<file path="src/rtl/cordic_fixedpoint_pkg.sv">
// Shared constants for the CORDIC last-rotation phase checker: default sizes,
// table-select encoding and result-bit positions.
package cordic_fixedpoint_pkg;

  localparam int unsigned PHASE_W_DEF = 21;
  localparam int unsigned NUM_WIN_DEF = 16;
  localparam int unsigned CNT_W_DEF   = 16;

  typedef enum logic {
    SEL_SUB = 1'b0,
    SEL_ADD = 1'b1
  } tbl_sel_e;

  localparam int unsigned RES_HIT_BIT  = 0;
  localparam int unsigned RES_NEAR_BIT = 1;

endpackage

</file>
<file path="src/rtl/cordic_fixedpoint_window_cmp.sv">
// Single threshold window compare: lo <= phase (or lo < phase when STRICT_LO)
// and, when HAS_HI, phase <= hi. Purely combinational.
module cordic_fixedpoint_window_cmp
  import cordic_fixedpoint_pkg::*;
#(
  parameter int unsigned PHASE_W   = PHASE_W_DEF,
  parameter bit          STRICT_LO = 1'b0,
  parameter bit          HAS_HI    = 1'b1
) (
  input  logic [PHASE_W-1:0] phase,
  input  logic [PHASE_W-1:0] lo,
  input  logic [PHASE_W-1:0] hi,
  output logic               hit_c
);

  logic lo_ok;
  logic hi_ok;

  // Unsigned compares of equal width: the phase extremes never wrap.
  always_comb begin
    lo_ok = STRICT_LO ? (phase > lo) : (phase >= lo);
    hi_ok = HAS_HI ? (phase <= hi) : 1'b1;
    hit_c = lo_ok & hi_ok;
  end

endmodule

</file>
<file path="src/rtl/cordic_fixedpoint_last_rotation_checker_pipe.sv">
// Two-stage pipelined phase window checker with run-time writable threshold
// tables and a saturating hit counter. Define CORDIC_LRC_INDEX_OUT_EN to add oHit_idx.
module cordic_fixedpoint_last_rotation_checker_pipe
  import cordic_fixedpoint_pkg::*;
#(
  parameter int unsigned PHASE_W = PHASE_W_DEF,
  parameter int unsigned NUM_WIN = NUM_WIN_DEF,
  parameter int unsigned CNT_W   = CNT_W_DEF,
  localparam int unsigned AW     = $clog2(NUM_WIN)
) (
  input  logic               iClk,
  input  logic               iRst_n,
  input  logic               iValid,
  output logic               oReady,
  input  logic [PHASE_W-1:0] iPhase_abs,
  input  logic               iTbl_we,
  input  logic               iTbl_sel,
  input  logic [AW-1:0]      iTbl_addr,
  input  logic [PHASE_W-1:0] iTbl_data,
  output logic               oValid,
  input  logic               iReady,
  output logic [1:0]         oPhase_check_last_rotation,
  input  logic               iCnt_clr,
  output logic [CNT_W-1:0]   oHit_cnt
`ifdef CORDIC_LRC_INDEX_OUT_EN
  ,
  output logic [AW-1:0]      oHit_idx
`endif
);

  logic [PHASE_W-1:0] sub_q [NUM_WIN];
  logic [PHASE_W-1:0] sub_d [NUM_WIN];
  logic [PHASE_W-1:0] add_q [NUM_WIN];
  logic [PHASE_W-1:0] add_d [NUM_WIN];

  logic [NUM_WIN-1:0] hit_c;
  logic               near_c;
  logic               en_c;

  logic               s1_valid_q, s1_valid_d;
  logic [NUM_WIN-1:0] s1_hit_q, s1_hit_d;
  logic               s1_near_q, s1_near_d;
  logic               out_valid_q, out_valid_d;
  logic [1:0]         out_res_q, out_res_d;
  logic [CNT_W-1:0]   cnt_q, cnt_d;

  // Table writes; addresses beyond the last window match no entry.
  always_comb begin
    sub_d = sub_q;
    add_d = add_q;
    if (iTbl_we) begin
      for (int k = 0; k < NUM_WIN; k++) begin
        if (iTbl_addr == AW'(k)) begin
          if (tbl_sel_e'(iTbl_sel) == SEL_ADD) add_d[k] = iTbl_data;
          else                                 sub_d[k] = iTbl_data;
        end
      end
    end
  end

  // Window 0 has no upper bound; the last window has a strict lower bound.
  for (genvar k = 0; k < NUM_WIN; k++) begin : g_win
    cordic_fixedpoint_window_cmp #(
      .PHASE_W  (PHASE_W),
      .STRICT_LO(k == NUM_WIN - 1),
      .HAS_HI   (k != 0)
    ) u_cmp (
      .phase(iPhase_abs),
      .lo   (sub_q[k]),
      .hi   (add_q[k]),
      .hit_c(hit_c[k])
    );
  end

  assign near_c = (iPhase_abs <= add_q[0]);

  // Pipeline advance and hit counter; iCnt_clr wins over an increment.
  always_comb begin
    en_c        = !out_valid_q || iReady;
    s1_valid_d  = s1_valid_q;
    s1_hit_d    = s1_hit_q;
    s1_near_d   = s1_near_q;
    out_valid_d = out_valid_q;
    out_res_d   = out_res_q;
    cnt_d       = cnt_q;
    if (en_c) begin
      s1_valid_d              = iValid;
      s1_hit_d                = hit_c;
      s1_near_d               = near_c;
      out_valid_d             = s1_valid_q;
      out_res_d[RES_HIT_BIT]  = |s1_hit_q;
      out_res_d[RES_NEAR_BIT] = s1_near_q;
    end
    if (iCnt_clr) begin
      cnt_d = '0;
    end else if (out_valid_q && iReady && out_res_q[RES_HIT_BIT] && (cnt_q != '1)) begin
      cnt_d = cnt_q + CNT_W'(1);
    end
  end

  always_ff @(posedge iClk) begin
    if (!iRst_n) begin
      sub_q       <= '{default: '1};
      add_q       <= '{default: '0};
      s1_valid_q  <= 1'b0;
      s1_hit_q    <= '0;
      s1_near_q   <= 1'b0;
      out_valid_q <= 1'b0;
      out_res_q   <= '0;
      cnt_q       <= '0;
    end else begin
      sub_q       <= sub_d;
      add_q       <= add_d;
      s1_valid_q  <= s1_valid_d;
      s1_hit_q    <= s1_hit_d;
      s1_near_q   <= s1_near_d;
      out_valid_q <= out_valid_d;
      out_res_q   <= out_res_d;
      cnt_q       <= cnt_d;
    end
  end

  assign oReady                     = en_c;
  assign oValid                     = out_valid_q;
  assign oPhase_check_last_rotation = out_res_q;
  assign oHit_cnt                   = cnt_q;

`ifdef CORDIC_LRC_INDEX_OUT_EN
  logic [AW-1:0] idx_c;
  logic [AW-1:0] idx_q, idx_d;

  // Lowest-index priority encode of the stage-1 hit vector.
  always_comb begin
    idx_c = '0;
    for (int k = NUM_WIN - 1; k >= 0; k--) begin
      if (s1_hit_q[k]) idx_c = AW'(k);
    end
    idx_d = en_c ? idx_c : idx_q;
  end

  always_ff @(posedge iClk) begin
    if (!iRst_n) idx_q <= '0;
    else         idx_q <= idx_d;
  end

  assign oHit_idx = idx_q;
`endif

endmodule

</file>
<file path="config.mk">
export PLATFORM = sky130hd
export DESIGN_NAME = cordic_fixedpoint_last_rotation_checker_pipe
export DESIGN_NICKNAME = d
export VERILOG_FILES = /design/src/rtl/cordic_fixedpoint_pkg.sv /design/src/rtl/cordic_fixedpoint_window_cmp.sv /design/src/rtl/cordic_fixedpoint_last_rotation_checker_pipe.sv
export SDC_FILE = /design/constraint.sdc
export NUM_CORES = 2
export LEC_CHECK = 0
export BUFFER_PORTS_ARGS = -buffer_cell sky130_fd_sc_hd__buf_4
export CORE_MARGIN = 8
export CORE_UTILIZATION = 60
export CTS_BUF_LIST = sky130_fd_sc_hd__clkbuf_4 sky130_fd_sc_hd__clkbuf_8
export DETAILED_ROUTE_END_ITERATION = 10
export PLACE_DENSITY = 0.89
export SETUP_SLACK_MARGIN = 0.15
export SYNTH_ARGS = -nofsm -noshare
export SYNTH_HDL_FRONTEND = slang
export SYNTH_SLANG_ARGS = --single-unit
export TNS_END_PERCENT = 10
</file>
<file path="constraint.sdc">
create_clock -name iClk -period 3.12 [get_ports iClk]
set_input_delay 0.312 -clock iClk [delete_from_list [all_inputs] [get_ports iClk]]
set_output_delay 0.312 -clock iClk [all_outputs]
set_load 0.02 [all_outputs]
</file>
==> flow_metrics.tcl <==
set metrics [dict create \
    status "finished clean" \
    synthCells 5181 \
    vias 38300 \
    synth-seq-cells 709 \
    port_buffers 72 \
    cp_common_cell "buf_4" \
    wirelength_mm 128 \
    synth_flop_cell "dfxtp_1" \
    tightest_slew_ns 0.974 \
    max_freq_ghz 0.367 \
    initial_core_util 0.608 \
    cts_buffer_depth 3 \
    netlist_area_um2 40900 \
    cts.sinks 709 \
    antenna_found_initial 5 \
    final_area_um2 45000 \
    grt_max_degree 154 \
    slowest_delay_ns 0.66 \
    synthArstFlopShare 0 \
    coreArea_um2 67300 \
    pin_count 73 \
    place_area_um2 42300 \
    crit_slowest_cell "inv_2" \
    fp.dieH_um 277 \
    drive_gt1_frac 0.0786 \
    cts.clk_slew.worst_paths_ns 0.06 \
    relSlewSlack 0.351 \
    cellLeakagePower_uw 0.0201 \
    hold_path.class "primary input to flip-flop" \
    yosysUniqueCellTypes 64 \
    min_period_over_period 0.872 \
    critPathRequiredTime_ns 2.81 \
    vias_per_cell 6.21 \
    final_net_count 5911 \
    setup_ws_ns 0.398 \
    peakVddDrop_mv 0.410 \
    yosysSeqAreaShare 0.347 \
    cp.arrival_ns 2.41 \
    final_hold_viol_count 0 \
    worst-path-max-fanout 25 \
    grt_usage 0.321 \
    startpoint_type "flip-flop" \
    place_ws_ns 0.363 \
    cts_buffers 117 \
    gp_congestion 0.923 \
    syn-mean-instance-area_um2 7.89 \
    p_per_area_nw_per_um2 458 \
    tritoncts "done" \
    first_pass_iters 6 \
    grt_pass1_wl_mm 200 \
    finalCriticalPeriod_ns 2.72 \
    clk_latency_ns 0.78 \
    area_growth_pct 10.1 \
    layout_commonest_cell "nand2_1" \
    synth_edf_count 0 \
    drt-wirelength-per-cell_um 20.9 \
    synth-warning-count 0 \
    h-tree-depth 3 \
    grt-ovfl-total 0 \
    rsz0062_at_grt "false" \
    holdWs_ns 0.0799 \
    slew_viol_final 0 \
    die_w_um 277 \
    grt_pass1_vias 37800 \
    drt_iter0_markers 3653 \
    critical_path_class "flip-flop to primary output" \
    crit_path_end_kind "primary output" \
    setup_viol 0 \
    postCtsSetupBuffers 0 \
    mostFrequentLayoutCells "nand2_1, dfxtp_1, ha_1" \
    dieArea_um2 76700 \
    drc_errors 0 \
    fin_skew_ns 0.0392 \
    post-dp-hpwl_mm 76.7 \
    ant_nets 0 \
    cts_root_buf "clkbuf_8" \
    syn_nets 5907 \
    crit_chain "nor2b_4 > buf_4 > inv_2 > buf_4" \
    fin_tns_setup_ns 0 \
    nFillCells 5018 \
    drv_cap 0 \
    row_count 95 \
]
## cells in the mapped netlist, types with 26 or more instances
library cell  instances  area, um2
o21ai_0              94        470
nand2_1            1141       4280
o211ai_1            341       2560
a21o_1               91        683
nor2_1              126        473
buf_2                38        190
nand3_1              63        315
inv_1               669       2510
nor2b_1              41        257
a21oi_1             554       2770
clkbuf_1            239        897
nor3_1               26        130
ha_1                673       8420
nand4_1             105        657
a211oi_1             32        240
dfxtp_1             709      14200
## repair_timing
item,4_1_cts,5_1_grt
endpoints found under the hold margin,29,0
hold buffers,2,0
resized for setup,0,0
## metal layers
| layer | up-vias | track usage | wire [um] |
|---|---|---|---|
| li1 | 17600 | - | - |
| met4 | 6 | 0.219 | 10300 |
| met2 | 2207 | 0.508 | 55400 |
| met3 | 718 | 0.0837 | 15800 |
| met1 | 17700 | 0.380 | 46900 |
| met5 | - | 0 | 40 |
## final timing paths
path	cells after the start	slack, ns	endpoint	from
hold reg to reg	2	0.45	add_q[48]	add_q[48]
setup / recovery	4	0.40	oReady	oValid
setup reg to reg	9	0.77	s1_hit_q[4]	add_q[241]
hold / removal	5	0.08	s1_valid_q	iReady
## report_power, final
group | leakage (uW) | switching [uW] | internal (uW)
combinational | 0.0129 | 1520 | 665
clock | 0.00143 | 3960 | 5280
sequential | 0.00573 | 39.5 | 9150
total | 0.0201 | 5510 | 15100
## flip-flops by register name (all words and copies together), names as in the netlist
name	flops
add_q	336
oHit_cnt	16
oPhase_check_last_rotation	2
oValid	1
s1_hit_q	16
s1_near_q	1
s1_valid_q	1
sub_q	336
## logic make-up after synthesis
family                     count (synthesis)  synth area share
AOI/OAI and AO/OA                       1237             0.189
and+or+nand+nor                         1593             0.165
buffers and inverters                    951            0.0888
muxes                                      7           0.00171
DFF                                      709             0.347
xor gates and xnor gates                  11           0.00236
adders and majority gates                673             0.206
## critical path, delay by kind of cell, from the launching register on
kind | cells | cell delay [ns]
simple gates | 1 | 0.13
flops | 1 | 0.33
buf+inv | 3 | 1.14
## final cells by class
cell class | instances | area [um2] | share of cell area
clock inverter | 17 | 146 | 0.00325
clock buffer | 199 | 2550 | 0.0567
timing repair buffer | 165 | 1360 | 0.0303
inverter | 671 | 2530 | 0.0561
tap | 873 | 1090 | 0.0243
antenna | 3 | 7.51 | 0.000167
multi-input combinational | 3521 | 23100 | 0.514
sequential | 709 | 14200 | 0.315
## stage by stage
stage | power, uW | std cells | utilization
floorplan | 10500 | 5181 | -
global placement | 11300 | 5937 | 0.628
detailed placement | 11400 | 5937 | 0.628
CTS | 20500 | 6155 | 0.669
global route | 21200 | 6157 | 0.669
finish | 20600 | 6158 | 0.669
No activity file was read; power rests on OpenSTA's default activity.
